$ cat config.mk
export PLATFORM = sky130hd
export DESIGN_NAME = background_index_fetch_flat
export DESIGN_NICKNAME = d
export VERILOG_FILES = /design/src/rtl/background_index_fetch_if.sv /design/src/rtl/background_index_fetch.sv /design/src/flat_wrapper.sv
export SDC_FILE = /design/constraint.sdc
export NUM_CORES = 1
export LEC_CHECK = 0
export ABC_CLOCK_PERIOD_IN_PS = 1100
export CAP_MARGIN = 20
export CORE_UTILIZATION = 46
export DETAILED_ROUTE_END_ITERATION = 6
export PLACE_DENSITY = 0.82
export SYNTH_ARGS = -nofsm -noshare
export SYNTH_HDL_FRONTEND = slang
export SYNTH_SLANG_ARGS = --single-unit
$ cat constraint.sdc
create_clock -name Clk -period 1.1 [get_ports Clk]
set_input_delay 0.22 -clock Clk [delete_from_list [all_inputs] [get_ports Clk]]
set_output_delay 0.22 -clock Clk [all_outputs]
set_load 0.03 [all_outputs]
$ cat src/rtl/background_index_fetch_if.sv
// Pixel-fetch bus for background_index_fetch: screen position and timing in,
// ROM address out / ROM data in, palette index and scroll offset out.
interface background_index_fetch_if;
  logic [9:0]  DrawX;
  logic [9:0]  DrawY;
  logic        de;
  logic        frame_start;
  logic [16:0] rom_addr;
  logic [3:0]  rom_q;
  logic [3:0]  index_out;
  logic        index_valid;
  logic [8:0]  scroll_x;

  modport master (
    output DrawX, DrawY, de, frame_start, rom_q,
    input  rom_addr, index_out, index_valid, scroll_x
  );

  modport slave (
    input  DrawX, DrawY, de, frame_start, rom_q,
    output rom_addr, index_out, index_valid, scroll_x
  );
endinterface

$ cat src/rtl/background_index_fetch.sv
// Background pixel fetch: 2x-downscaled screen-to-image mapping, ROM address
// generation and 3-cycle index pipeline. Horizontal scrolling only with BG_SCROLL_EN.
module background_index_fetch #(
  parameter int         IMG_W       = 320,
  parameter int         IMG_H       = 240,
  parameter int         SCROLL_STEP = 1,
  parameter logic [3:0] BLACK_IDX   = 4'h4
) (
  input  logic                        Clk,
  input  logic                        Reset_n,
  background_index_fetch_if.slave     bus
);

  // The visible screen is exactly twice the image in each direction.
  localparam int SCR_W = 2 * IMG_W;
  localparam int SCR_H = 2 * IMG_H;

  logic        v0;
  logic [8:0]  xi;
  logic [8:0]  yi;
  logic [8:0]  xs;
  logic [8:0]  scroll_x_reg;
  logic [16:0] y_base;
  logic [16:0] addr_next;
  logic [16:0] rom_addr_reg;
  logic [2:0]  valid_reg;
  logic [3:0]  index_out_reg;

  assign v0 = bus.de && (32'(bus.DrawX) < SCR_W) && (32'(bus.DrawY) < SCR_H);
  assign xi = bus.DrawX[9:1];
  assign yi = bus.DrawY[9:1];

`ifdef BG_SCROLL_EN
  logic [9:0] scroll_sum;
  logic [9:0] xs_sum;

  assign scroll_sum = {1'b0, scroll_x_reg} + 10'(SCROLL_STEP);

  always_ff @(posedge Clk or negedge Reset_n) begin
    if (!Reset_n) begin
      scroll_x_reg <= '0;
    end else if (bus.frame_start) begin
      scroll_x_reg <= (scroll_sum >= 10'(IMG_W)) ? 9'(scroll_sum - 10'(IMG_W)) : scroll_sum[8:0];
    end
  end

  // Both operands are below IMG_W, so a single conditional subtract wraps.
  assign xs_sum = {1'b0, xi} + {1'b0, scroll_x_reg};
  assign xs     = (xs_sum >= 10'(IMG_W)) ? 9'(xs_sum - 10'(IMG_W)) : xs_sum[8:0];
`else
  logic unused_frame_start;
  localparam int unused_scroll_step = SCROLL_STEP;

  assign unused_frame_start = bus.frame_start;
  assign scroll_x_reg       = '0;
  assign xs                 = xi;
`endif

  generate
    if (IMG_W == 320) begin : g_mul320
      assign y_base = (17'(yi) << 8) + (17'(yi) << 6);
    end else begin : g_mul_const
      assign y_base = 17'(yi) * 17'(IMG_W);
    end
  endgenerate

  assign addr_next = y_base + 17'(xs);

  // Address only advances on qualifying pixels so the ROM stays quiet in blanking.
  always_ff @(posedge Clk or negedge Reset_n) begin
    if (!Reset_n) begin
      rom_addr_reg  <= '0;
      valid_reg     <= '0;
      index_out_reg <= BLACK_IDX;
    end else begin
      if (v0) begin
        rom_addr_reg <= addr_next;
      end
      valid_reg     <= {valid_reg[1:0], v0};
      index_out_reg <= valid_reg[1] ? bus.rom_q : BLACK_IDX;
    end
  end

  assign bus.rom_addr    = rom_addr_reg;
  assign bus.index_out   = index_out_reg;
  assign bus.index_valid = valid_reg[2];
  assign bus.scroll_x    = scroll_x_reg;

endmodule
$ cat src/flat_wrapper.sv
// flat-port wrapper written by rule: the top's interface ports become plain ports
module background_index_fetch_flat 
#(
  parameter int         IMG_W       = 320,
  parameter int         IMG_H       = 240,
  parameter int         SCROLL_STEP = 1,
  parameter logic [3:0] BLACK_IDX   = 4'h4
)
  (Clk, Reset_n, bus_DrawX, bus_DrawY, bus_de, bus_frame_start, bus_rom_q, bus_rom_addr, bus_index_out, bus_index_valid, bus_scroll_x);
  background_index_fetch_if bus_i ();
  input  logic Clk;
  input  logic Reset_n;
  input wire logic [$bits(bus_i.DrawX)-1:0] bus_DrawX;
  input wire logic [$bits(bus_i.DrawY)-1:0] bus_DrawY;
  input wire logic [$bits(bus_i.de)-1:0] bus_de;
  input wire logic [$bits(bus_i.frame_start)-1:0] bus_frame_start;
  input wire logic [$bits(bus_i.rom_q)-1:0] bus_rom_q;
  output wire logic [$bits(bus_i.rom_addr)-1:0] bus_rom_addr;
  output wire logic [$bits(bus_i.index_out)-1:0] bus_index_out;
  output wire logic [$bits(bus_i.index_valid)-1:0] bus_index_valid;
  output wire logic [$bits(bus_i.scroll_x)-1:0] bus_scroll_x;
  assign bus_i.DrawX = bus_DrawX;
  assign bus_i.DrawY = bus_DrawY;
  assign bus_i.de = bus_de;
  assign bus_i.frame_start = bus_frame_start;
  assign bus_i.rom_q = bus_rom_q;
  assign bus_rom_addr = bus_i.rom_addr;
  assign bus_index_out = bus_i.index_out;
  assign bus_index_valid = bus_i.index_valid;
  assign bus_scroll_x = bus_i.scroll_x;
  background_index_fetch #(.IMG_W(IMG_W), .IMG_H(IMG_H), .SCROLL_STEP(SCROLL_STEP), .BLACK_IDX(BLACK_IDX)) u_core (.Clk(Clk), .Reset_n(Reset_n), .bus(bus_i));
endmodule
* Word level (Yosys, flattened, before mapping) *
Cells that the tools add are included.

storage, ports and cells
  bits in registers = 24
  input bits = 28
  output and inout bits = 31
  logic and storage cells = 10

cells by class
  $add $sub $neg = 2
  order comparisons = 2
  mux-type cells = 1
  reduce and logical (&&, ||, !) cells = 2

operators by type and width
  kind                  count
  $add 17x15->17        1
  $add 17x9->17         1
  $lt 10x10->1 const B  1
  $lt 10x9->1 const B   1
  $mux 4                1
  $logic_and 1x1->1     2

* Logic depth before layout (Yosys ltp) *
Gate-level depths: netlist of run 1.

  depth after elaboration = 3
  depth in mapped cells = 8
  gate-level depth less buffers = 8

* Worst setup path after synthesis of run 1 *
No wires, ideal clock.

  path type = input-to-reg
  start = input port bus_DrawY[1]
  end = register u_core.rom_addr_reg[14], in the netlist u_core.bus.rom_addr[14]
  setup time = 0.069 ns
  arrival = 1.958 ns
  required time = 1.031 ns
  setup slack = -0.927 ns
  stages on the path = 8
  cell sequence = inv_1 fa_1 inv_1 ha_1 a211oi_1 o21ai_1 a2111o_1 nand3_1

between the ends
  cells in the longest elaborated chain, start to end = 2
  elaborated cells on any way between the ends = 4
  those cells by class = add/sub: 2; order compare: 1; reduce/logical: 1

RTL lines
  item                                                line                                                        text
  start: declaration                                  flat_wrapper.sv:14                                          input wire logic [$bits(bus_i.DrawY)-1:0] bus_DrawY;
  $add 17x15->17 or $lt 10x9->1 (tied branches)       background_index_fetch.sv:61, background_index_fetch.sv:29
  $add 17x9->17 or $logic_and 1x1->1 (tied branches)  background_index_fetch.sv:67, background_index_fetch.sv:29
  end signal: assignment                              background_index_fetch.sv:77                                rom_addr_reg <= addr_next;
  end: declaration                                    background_index_fetch.sv:25                                logic [16:0] rom_addr_reg;

Parallel ways exist; a longest one is shown, timed or not.
A chain may end at the register's enable or synchronous reset.

* Final worst setup path of run 1 *
  start = input port bus_DrawX[9]
  end = register u_core.rom_addr_reg[14], in the netlist u_core.bus.rom_addr[14]

between the ends
  cells in the longest elaborated chain, start to end = 3
  elaborated cells on any way between the ends = 4
  those cells by class = add/sub: 1; order compare: 1; reduce/logical: 2

RTL lines
  item                                                   line                text
  start: declaration                                     flat_wrapper.sv:13  input wire logic [$bits(bus_i.DrawX)-1:0] bus_DrawX;
  branches (longest 3 deep; another with $add 17x9->17)  --

Several ways; the timed one is not identified.

==> metrics.txt, run 1 <==
run status=finished with violations; failing checks=DRC, setup timing; Num Clock Sinks=24; length in cells of the worst reg-to-reg path=3; type of the worst min-delay path=input port to asynchronous set/reset pin; share of cells above drive strength 1=52.4%; cell chain of the critical path=buf_8, inv_8, fa_2, inv_2, ha_4, a211oi_2, o21ai_2, a2111o_1, nand3_1; top flip-flop cell by instance count after synthesis=sky130_fd_sc_hd__dfrtp_1; site row count=20; CTS Buffer Depth=2; Critical Path Slowest Stage Cell=sky130_fd_sc_hd__fa_2; number of enable-type register cells in the synthesized netlist=0; register-to-register setup slack=0.20 ns; clock latency on the worst-skew pair=0.31 ns; Leak=0.00130 uW; Iteration-0 DRC Markers=104; crit path setup slack, layout=-0.714 ns; number of fill cells in the layout=138; required time of the critical path=1.35 ns; I/O Pins=59; max-slew violation total from the final report=0; width of the die=58.2 um; number of max-capacitance violations reported=0; number of flip-flops and latches in the synthesized netlist=24; Antenna Nets Post-Route=0; cell area power density=1410 mW/mm^2; number of design rule violations left after detail routing=1; Post-CTS Hold Buffers=0; final hold vios=0; CTS clock-pin slew for the worst setup and hold paths=0.15 ns; kind of cell adding the most delay to the critical path=adder cells; Bufs and invs on worst path=3; signed area change from the synthesized netlist to the final layout=85.1%; maximum number of pins on one net before global-route repair=25; fin crit share=165%; number of vias after detailed routing=1,571; die span in y=58.2 um; CTS tree=built; achievable clock frequency=551 MHz; Clock Skews=0.00960 ns; async set-or-reset flop fraction in the synthesized netlist=100%; Vias/cell=5.38; Max stage delay on crit path=0.61 ns; Yosys Warn Count=0; Fin Setup TNS=-5.19 ns; crit path max fanout=3; sequential share of the synthesized area=41.4%; Multi-input gate area=0.00103 sq mm; Peak supply drop=0.000754 V; kind of launch point of the worst setup path=input port; vias in the first global route=1,510; final count of negative-setup-slack endpoints=22; GPL Wtd Cong=0.764; H-tree level count=1; initial core utilization=48.0%; library cell used as clock root buffer=sky130_fd_sc_hd__clkbuf_4; gate count of the mapped netlist=152; syn avg cell area=9.57 sq um; CORE AREA=0.00303 sq mm; total inserted antenna cells=0; cell area after technology mapping=0.00145 sq mm; global-route usage over all layers=28.3%; wire length of the first global-routing pass=7.15 mm; quantity of I/O buffers inserted on ports=46; final HPWL from detailed placement=2.83 mm; RSZ-0062 raised after global routing=true; routed wire length=5.40 mm; shortest clock period the worst path allows after layout=1.81 ns; launching point of the worst reg2reg path=u_core.bus.rom_addr[8]; flip-flop count of the largest register after layout=17; remaining global-route overflow=0; number of optimization iterations in the first detailed-route pass=7; Core Util, Final=88.9%; die outline area=0.00339 sq mm; overall power of the completed layout=3780 uW; area taken by flip-flops and latches=602 sq um; Reg-to-Reg End=u_core.bus.rom_addr[8]; crit path kind=input port to flop; count of different cell masters after synthesis=33; number of antenna violations at the first check in global routing=0; number of buffers created by CTS=3; placed insts=271; Worst Path Arrival=2.07 ns; endpoint type of the worst setup path=flop; number of nets in the layout=296; Finished Layout Cells=292; routed len/inst=18.5 um
[power by group]
| group | total [uW] | internal (uW) | switching [uW] | leakage (uW) |
|---|---|---|---|---|
| combinational | 1970 | 977 | 995 | 0.000971 |
| clock | 648 | 368 | 280 | 0.0000279 |
| sequential | 1160 | 1030 | 129 | 0.000304 |
| total | 3780 | 2380 | 1400 | 0.00130 |
[kinds of logic after synthesis]
kind of cell	Yosys count	share of synthesized area, %
buffers and inverters	23	8.35
AND/OR/NAND/NOR	51	16.8
other	1	0.258
AO/OA/AOI/OAI	31	14.0
XOR/XNOR	3	1.81
flip-flops	24	41.4
adder cells (fa/ha/maj)	19	17.4
[final cells by class]
cell class	instances	share of cell area [%]
Tap cell	44	2.05
Multi-Input combinational cell	113	38.4
Clock buffer	3	0.837
Clock inverter	1	1.12
Inverter	11	2.19
Sequential cell	24	22.4
Timing Repair Buffer	96	33.1
[cell usage in the layout, fill, tap and decap left out, drive strengths merged, types with 2 or more instances in the layout]
cell / count
a211oi: 2
a21boi: 2
a21o: 3
a21oi: 7
and2: 4
buf: 82
clkbuf: 4
clkdlybuf4s50: 11
conb: 9
dfrtp: 23
fa: 2
ha: 17
inv: 11
nand2: 35
nand2b: 3
nand3: 2
nor2: 2
o211ai: 3
o21ai: 8
o31ai: 3
xor2: 2
[metal layers]
metal	vias up	track usage, %	routed length [um]
met1	775	31.5	2000
met2	83	53.5	2950
met4	0	11.2	193
li1	689	-	-
met3	24	4.02	252
met5	-	0	0
[worst max-delay path by stage]
stage | end | slack [ns] | depth (start not counted) | startpoint
final | u_core.bus.rom_addr[14] | -0.71 | 9 | bus_DrawX[9]
after global routing | u_core.bus.rom_addr[14] | -0.74 | 9 | bus_DrawX[9]
after CTS | u_core.bus.rom_addr[13] | -0.68 | 8 | bus_DrawX[9]
after detailed placement | u_core.bus.rom_addr[13] | -1.49 | 8 | bus_DrawX[9]
after global placement | u_core.bus.rom_addr[14] | -1.43 | 9 | bus_DrawX[9]
after floorplan | u_core.bus.rom_addr[14] | -0.78 | 8 | bus_DrawX[9]
[synth_stat cells, types with 2 or more instances]
| master | count | area (sq um) |
|---|---|---|
| sky130_fd_sc_hd__buf_4 | 9 | 67.6 |
| sky130_fd_sc_hd__nand3_1 | 2 | 10.0 |
| sky130_fd_sc_hd__xor2_1 | 2 | 17.5 |
| sky130_fd_sc_hd__o21ai_0 | 6 | 30.0 |
| sky130_fd_sc_hd__inv_1 | 11 | 41.3 |
| sky130_fd_sc_hd__nor2_1 | 2 | 7.51 |
| sky130_fd_sc_hd__a21boi_0 | 2 | 15.0 |
| sky130_fd_sc_hd__o31ai_1 | 3 | 22.5 |
| sky130_fd_sc_hd__ha_1 | 17 | 213 |
| sky130_fd_sc_hd__a21o_1 | 3 | 22.5 |
| sky130_fd_sc_hd__nand2b_1 | 3 | 18.8 |
| sky130_fd_sc_hd__nand2_1 | 35 | 131 |
| sky130_fd_sc_hd__a21oi_1 | 7 | 35.0 |
| sky130_fd_sc_hd__o211ai_1 | 3 | 22.5 |
| sky130_fd_sc_hd__and2_1 | 4 | 25.0 |
| sky130_fd_sc_hd__a211oi_1 | 2 | 15.0 |
| sky130_fd_sc_hd__fa_1 | 2 | 40.0 |
| sky130_fd_sc_hd__clkbuf_1 | 2 | 7.51 |
| sky130_fd_sc_hd__dfrtp_1 | 23 | 576 |
[timing repair]
| item | in CTS | in global routing |
|---|---|---|
| gates cloned | 0 | 0 |
| resized for setup | 88 | 28 |
| pin swaps | 15 | 10 |
| setup endpoints to repair | 35 | 38 |
| buffers inserted | 11 | 8 |
[stage by stage]
stage | hold slack (ns) | setup slack, ns | cell area [sq um]
2_1_floorplan | -0.0756 | -0.783 | 1540
3_3_place_gp | 0.335 | -1.43 | 2190
3_5_place_dp | 0.341 | -1.49 | 2190
4_1_cts | 0.253 | -0.685 | 2560
5_1_grt | 0.231 | -0.740 | 2690
6_report | 0.236 | -0.714 | 2690
Power figures use the tool's default switching activity.
==> run 2: changes to the inputs <==
- REMOVE_ABC_BUFFERS: default -> 1
==> run 2 against run 1 <==
  * The run ends with setup timing left
  * First-iteration DRC count decreased by 19%
  * Global-route usage decreased by 1.4 points
  * Final cell count increased by 0.34%
  * Clock skew decreased by 0.0082 ns
  * Sequential share of layout area increased by 0.33 points
  * Maximum frequency decreased by 0.63%
  * Power decreased by 6.6%
  * Register-to-register slack about the same
  * Non-clock buffer count increased by 1
  * Utilization decreased by 1.3 points
==> metrics.txt, run 2 (synthesized netlist as in run 1, its figures left out) <==
launching point of the worst reg2reg path=u_core.bus.rom_addr[2]; quantity of I/O buffers inserted on ports=46 (unchanged); final hold vios=0 (unchanged); total inserted antenna cells=0 (unchanged); Clock Skews=0.00135 ns (-0.00824 ns); CTS Buffer Depth=2 (unchanged); fin crit share=166% (+1.0 points); flip-flop count of the largest register after layout=17 (unchanged); routed len/inst=16.9 um (-8.3%); power share of the combinational group=54.2% (+2.1 points); site row count=20 (unchanged); Finished Layout Cells=293 (+0.34%); crit path kind=input port to flop; switching share of power=37.9% (+0.81 points); area taken by flip-flops and latches=602 sq um (unchanged); type of the worst min-delay path=input port to asynchronous set/reset pin; leading cell types in the layout, fill and taps excluded=sky130_fd_sc_hd__buf_4, sky130_fd_sc_hd__nand2_1, sky130_fd_sc_hd__buf_6; number of vias after detailed routing=1,566 (-0.32%); run status=finished with violations; Clock power frac=13.1% (-4.0 points); signed area change from the synthesized netlist to the final layout=82.4%; number of design rule violations left after detail routing=0 (-1); Core Util, Final=87.6% (-1.3 points); final HPWL from detailed placement=2.86 mm (+1.1%); required time of the critical path=1.36 ns (about the same); maximum number of pins on one net before global-route repair=14 (-44%); crit path max fanout=3 (unchanged); cell-internal power=2190 uW (-7.8%); number of antenna violations at the first check in global routing=0 (unchanged); wire length of the first global-routing pass=6.78 mm (-5.1%); die span in y=58.2 um (unchanged); post-route design area=0.00265 sq mm (-1.4%); remaining global-route overflow=0 (unchanged); failing checks=setup timing; crit path from=bus_DrawX[9]; Multi-input gate area=996 sq um (-3.6%); Sw Pwr=1340 uW (-4.5%); Vias/cell=5.34 (-0.66%); number of nets in the layout=297 (+0.34%); CTS tree=built; I/O Pins=59 (unchanged); library cell used as clock root buffer=sky130_fd_sc_hd__clkbuf_4; leading cell type in the layout, fill and taps excluded=sky130_fd_sc_hd__buf_4; placed insts=271 (unchanged); achievable clock frequency=548 MHz (-0.63%); cell area power density=1330 mW/mm^2 (-5.2%); endpoint type of the worst setup path=flop; clock latency on the worst-skew pair=0.31 ns (about the same); CTS clock-pin slew for the worst setup and hold paths=0.12 ns (-0.03 ns); number of max-capacitance violations reported=0 (unchanged); Area after DPL=0.00212 sq mm (-3.0%); final count of negative-setup-slack endpoints=17 (-23%); overall power of the completed layout=3540 uW (-6.6%); number of optimization iterations in the first detailed-route pass=5 (-2); initial core utilization=48.0% (unchanged); GPL Wtd Cong=0.808 (+5.7%); pre-CTS WS=-1.58 ns (-0.0952 ns); global-route usage over all layers=26.8% (-1.4 points); max-slew violation total from the final report=0 (unchanged); number of fill cells in the layout=149 (+8.0%); H-tree level count=1 (unchanged); routed wire length=4.96 mm (-8.0%); vias in the first global route=1,506 (-0.26%); sequential group share of total power=32.7% (+1.9 points); Leak=0.00130 uW (-0.40%); width of the die=58.2 um (unchanged); number of buffers created by CTS=3 (unchanged); Peak supply drop=0.000623 V (-17%); Worst Path Arrival=2.08 ns (about the same); die outline area=0.00339 sq mm (unchanged); share of cells above drive strength 1=50.2% (-2.2 points); shortest clock period the worst path allows after layout=1.83 ns (+0.0115 ns); crit path setup slack, layout=-0.726 ns (-0.0115 ns); CORE AREA=0.00303 sq mm (unchanged); RSZ-0062 raised after global routing=true; Num Clock Sinks=24 (unchanged); kind of launch point of the worst setup path=input port; Antenna Nets Post-Route=0 (unchanged); Iteration-0 DRC Markers=84 (-19%)
run 2: worst paths after layout:
check                                           to  slack, ns  cells after the start
max                        u_core.bus.rom_addr[15]      -0.73                      8
min                        u_core.bus.rom_addr[10]       0.12                      1
max reg2reg                 u_core.bus.rom_addr[2]       0.20                      4
min reg2reg                    u_core.valid_reg[1]       0.39                      0
max in group asynchronous   u_core.bus.rom_addr[6]       0.55                      2
min in group Clk            u_core.bus.rom_addr[6]       0.28                      4
run 2: repair_timing:
action,CTS,global route
pin swaps,22,13
buffers inserted,7,10
endpoints found under the setup margin,28,39
cloned,1,0
gates resized for setup,91,34
hold buffers,0,0
run 2: critical path, cell delays in order:
cell and delay (ns):
sky130_fd_sc_hd__buf_8 0.08, sky130_fd_sc_hd__inv_4 0.03, sky130_fd_sc_hd__fa_2 0.62, sky130_fd_sc_hd__fa_2 0.24
sky130_fd_sc_hd__nand2b_4 0.15, sky130_fd_sc_hd__a211oi_2 0.08, sky130_fd_sc_hd__or4_1 0.53, sky130_fd_sc_hd__nand3_1 0.13
run 2: cell type report:
cell class | count | share of cell area [%]
Clock buffer | 4 | 1.37
Inverter | 11 | 1.93
Multi-Input combinational cell | 113 | 37.5
Sequential cell | 24 | 22.7
Tap cell | 44 | 2.08
Timing Repair Buffer | 97 | 34.4
run 2: routing by layer:
metal	up-vias	wire, um	part of all wire, %	global-route usage (%)
met5	-	0	0	0
met4	0	251	5.1	13.9
li1	696	-	-	-
met2	90	2750	55	50.7
met1	755	1720	35	28.8
met3	25	245	4.9	3.57
run 2: stage by stage:
stage	TNS [ns]	hold WS, ns
2_1_floorplan	-6.68	-0.0756
3_3_place_gp	-17.17	0.335
3_5_place_dp	-18.51	0.351
4_1_cts	-4.86	0.137
5_1_grt	-5.90	0.118
6_report	-5.20	0.119
run 2: power by group through the flow:
stage          Clock, uW  Sequential [uW]  Combinational (uW)
2_1_floorplan          0             1430                 409
3_3_place_gp           0             1130                1290
3_5_place_dp           0             1140                1330
4_1_cts              449             1130                1600
5_1_grt              500             1170                2020
6_report             463             1160                1910
==> edit 1 (settings of run 2) <==
Build with the macro `BG_SCROLL_EN` defined.
--- a/src/rtl/background_index_fetch.sv
+++ b/src/rtl/background_index_fetch.sv
@@ -1,4 +1,6 @@
 // Background pixel fetch: 2x-downscaled screen-to-image mapping, ROM address
 // generation and 3-cycle index pipeline. Horizontal scrolling only with BG_SCROLL_EN.
+`define BG_SCROLL_EN
+
 module background_index_fetch #(
   parameter int         IMG_W       = 320,
Behaviour: not the same (Yosys sat finds a counterexample within 4 cycles, from zero or initial values and one cycle with Reset_n low).
==> edit 1 against run 2 <==
- the run still ends with negative setup slack left
- sequential share of layout area fell by 3.2 points
- clock skew rose by 6.8 ps
- synthesized area rose by 66%
- via count rose by 76%
- worst setup slack got worse by 3400 ps
- register-to-register slack got worse by 4300 ps
- non-clock buffer count rose by 55
- critical path type is now flop to flop
- power rose to 3.2 times the old value
- wire length rose by 110%
- worst hold slack improved by 180 ps
- sequential cell count rose by 9
- design area rose by 60%
==> edit 1: results (changes against run 2) <==
reg2reg_to: "u_core.bus.rom_addr[15]"  # was u_core.bus.rom_addr[2]
drt_iter0_drc: 192  # was 84
syn_avg_cell_area_sq_um: 9.88  # was 9.57 sq um
cts-root-buf: "clkbuf_8"  # was clkbuf_4
synthMuxAreaShare_pct: 2.28  # was 0%
clockBufferCount: 5  # was 4
ys_ff_latch: 33  # was 24
final_cells: 464  # was 293
status: "finished with violations"  # unchanged
synthTopCellsByArea: "dfrtp_1 (33%), ha_1 (17%), nand2_1 (4.4%)"  # was dfrtp_1 (40%), ha_1 (15%), nand2_1 (9.0%)
crit_family: "compound AO/OA/AOI/OAI gates"  # was adder cells
power.net_switching_mw: 5.28  # was 1.34 mW
fin_area_sq_um: 4240  # was 2650 sq um
grt_pass1_vias: 2797  # was 1506
fin_worst_skew_ps: 8.12  # was 1.35 ps
regArea_sq_um: 827  # was 602 sq um
finalSetupTns_ps: -50240  # was -5200 ps
fin_ws_ps: -4120  # was -726 ps
cts_setup_buffers: 26  # was 7
wl_met2_um: 5190  # was 2750 um
synth.distinct_cells: 54  # was 33
grt_usage_pct: 32.8  # was 26.8%
synthAdderAreaFrac_pct: 19.1  # was 17.4%
synth_xor_area_share_pct: 7.27  # was 1.81%
setup_viol: 38  # was 17
multi_input_area_share_pct: 43.9  # was 37.5%
clock_area_share_pct: 2.03  # was 1.37%
violations: "negative setup slack"  # unchanged
grt_max_degree: 34  # was 14
wl_met1_um: 3690  # was 1720 um
dp_cells: 429  # was 271
use_met1_pct: 36.9  # was 28.8%
nonClockBufferCount: 152  # was 97
detailed_place_hpwl_um: 4780  # was 2860 um
clkSinkCount: 33  # was 24
syn_area_sq_um: 2410  # was 1450 sq um
critical_path_arrival_ps: 5430  # was 2080 ps
worst_path_max_delay_cell: "dfrtp_1"  # was fa_2
clockPowerShare_pct: 8.3  # was 13.1%
ir_drop_mv: 1.67  # was 0.623 mV
vias_per_cell: 5.95  # was 5.34
edit 1: cell count changes after synthesis, moves of 4 or more:
cell | run 2 | this run
mux2_2 | 0 | 4
xor2_1 | 2 | 8
o21ai_0 | 6 | 12
dfrtp_1 | 23 | 32
nand2_1 | 35 | 28
buf_4 | 9 | 0
ha_1 | 17 | 32
a211oi_1 | 2 | 7
nor2_1 | 2 | 13
xnor2_1 | 1 | 12
edit 1: worst min-delay path by stage:
stage                                   start                       to  slack [ps]  cells past startpoint
after global placement    u_core.valid_reg[0]      u_core.valid_reg[1]         330                      0
final                                 Reset_n   u_core.bus.rom_addr[9]         300                      2
after detailed placement  u_core.valid_reg[0]      u_core.valid_reg[1]         340                      0
after floorplan                       Reset_n  u_core.bus.index_out[0]         -80                      0
after CTS                             Reset_n  u_core.bus.rom_addr[11]         300                      2
after global routing                  Reset_n   u_core.bus.rom_addr[9]         320                      2
==> edit 2 (settings of run 2) <==
Without the edit above. `IMG_W` is set to 320 in 2 places; all go to 240.
--- a/src/rtl/background_index_fetch.sv
+++ b/src/rtl/background_index_fetch.sv
@@ -2,5 +2,5 @@
 // generation and 3-cycle index pipeline. Horizontal scrolling only with BG_SCROLL_EN.
 module background_index_fetch #(
-  parameter int         IMG_W       = 320,
+  parameter int         IMG_W       = 240,
   parameter int         IMG_H       = 240,
   parameter int         SCROLL_STEP = 1,
--- a/src/flat_wrapper.sv
+++ b/src/flat_wrapper.sv
@@ -2,5 +2,5 @@
 module background_index_fetch_flat 
 #(
-  parameter int         IMG_W       = 320,
+  parameter int         IMG_W       = 240,
   parameter int         IMG_H       = 240,
   parameter int         SCROLL_STEP = 1,
Function: changed (a bounded check fails within 4 cycles, from zero or initial values and one cycle with Reset_n low).
==> edit 2 against run 2 <==
- the flow still finishes with violations (negative setup slack)
- combinational power increased to 2.6 times the old value
- non-clock buffer count increased by 18
- register-to-register slack improved by 230 ps
- wire length increased by 28%
- design area increased by 35%
- worst setup slack got worse by 1500 ps
- sequential cell count unchanged
- power increased by 97%
- clock power increased by 61%
- synthesized area increased by 55%
- largest cell class unchanged
==> edit 2: results (changes against run 2) <==
nMultiInputCombCells: 178  # was 113
crit_path_end: "u_core.bus.rom_addr[11]"  # was u_core.bus.rom_addr[15]
pg_comb_mw: 5.00  # was 1.91 mW
fin_nets: 423  # was 297
synth_cells: 240  # was 152
grt_usage_pct: 24.5  # was 26.8%
violations: "negative setup slack"  # unchanged
worstSkewPairLatency_ps: 260  # was 310 ps
r2r_cells: 1  # was 4
fin_ws_ps: -2240  # was -726 ps
wl_per_cell_um: 15.1  # was 16.9 um
status: "finished with violations"  # unchanged
fin_worst_skew_ps: 0.119  # was 1.35 ps
buf_share_pct: 26.5  # was 34.4%
syn_avg_cell_area_sq_um: 9.37  # was 9.57 sq um
detailed_place_hpwl_um: 4010  # was 2860 um
synth_xor_area_share_pct: 5.45  # was 1.81%
setup_viol: 18  # was 17
synth.distinct_cells: 44  # was 33
seq_share_pct: 16.9  # was 22.7%
num-nonclk-inverters: 34  # was 11
grt_pass1_wl_um: 9980  # was 6780 um
synthTopCellsByArea: "dfrtp_1 (26%), fa_1 (14%), ha_1 (13%)"  # was dfrtp_1 (40%), ha_1 (15%), nand2_1 (9.0%)
vias: 2139  # was 1566
vias_per_cell: 5.07  # was 5.34
synthAdderAreaFrac_pct: 27.0  # was 17.4%
reg2reg_to: "u_core.bus.index_out[3]"  # was u_core.bus.rom_addr[2]
==> edit 2: cell count changes after synthesis, moves of 3 or more <==
cell | before | now
nor2_1 | 2 | 9
inv_1 | 11 | 34
xnor2_1 | 1 | 6
fa_1 | 2 | 16
nor3_1 | 1 | 5
xor2_1 | 2 | 8
o31ai_1 | 3 | 0
a21o_1 | 3 | 6
o21ai_1 | 1 | 6
ha_1 | 17 | 23
==> edit 2: timing repair <==
action	4_1_cts	5_1_grt
gates resized for setup	96	9
setup endpoints to repair	19	18
setup buffers	12	7
gates cloned	1	0
pin swaps	31	19
==> edit 2: metal layers <==
metal	routed length (um)	global-route usage (%)
met3	325	1.94
met1	2340	26.4
met4	222	9.59
met2	3460	49.2
met5	0	0
==> edit 2: worst max-delay path, cell delays in order <==
cell and delay [ps]:
buf_8 100, fa_2 580, inv_2 50, fa_1 520, fa_1 550, inv_2 60, ha_4 270, o21ai_2 50
o21bai_2 160, a21oi_2 110, nor4b_4 350, buf_4 170, xor2_1 180, o21ai_1 100
==> edit 2: how the worst min path moves through the flow <==
stage | from | endpoint | slack [ps] | cells after the start
CTS | Reset_n | u_core.bus.index_out[1] | 280 | 2
detailed placement | u_core.valid_reg[0] | u_core.valid_reg[1] | 340 | 0
global placement | u_core.valid_reg[0] | u_core.valid_reg[1] | 340 | 0
global route | Reset_n | u_core.bus.index_out[1] | 290 | 2
finish | Reset_n | u_core.bus.index_out[1] | 280 | 2
floorplan | Reset_n | u_core.bus.index_out[0] | -80 | 0
==> edit 2: kinds of logic after synthesis <==
| logic type | Yosys count |
|---|---|
| flops | 24 |
| fa+ha+maj | 39 |
| other cells | 1 |
| compound gates | 48 |
| buf+inv | 46 |
| xor+xnor | 14 |
| simple gates | 68 |
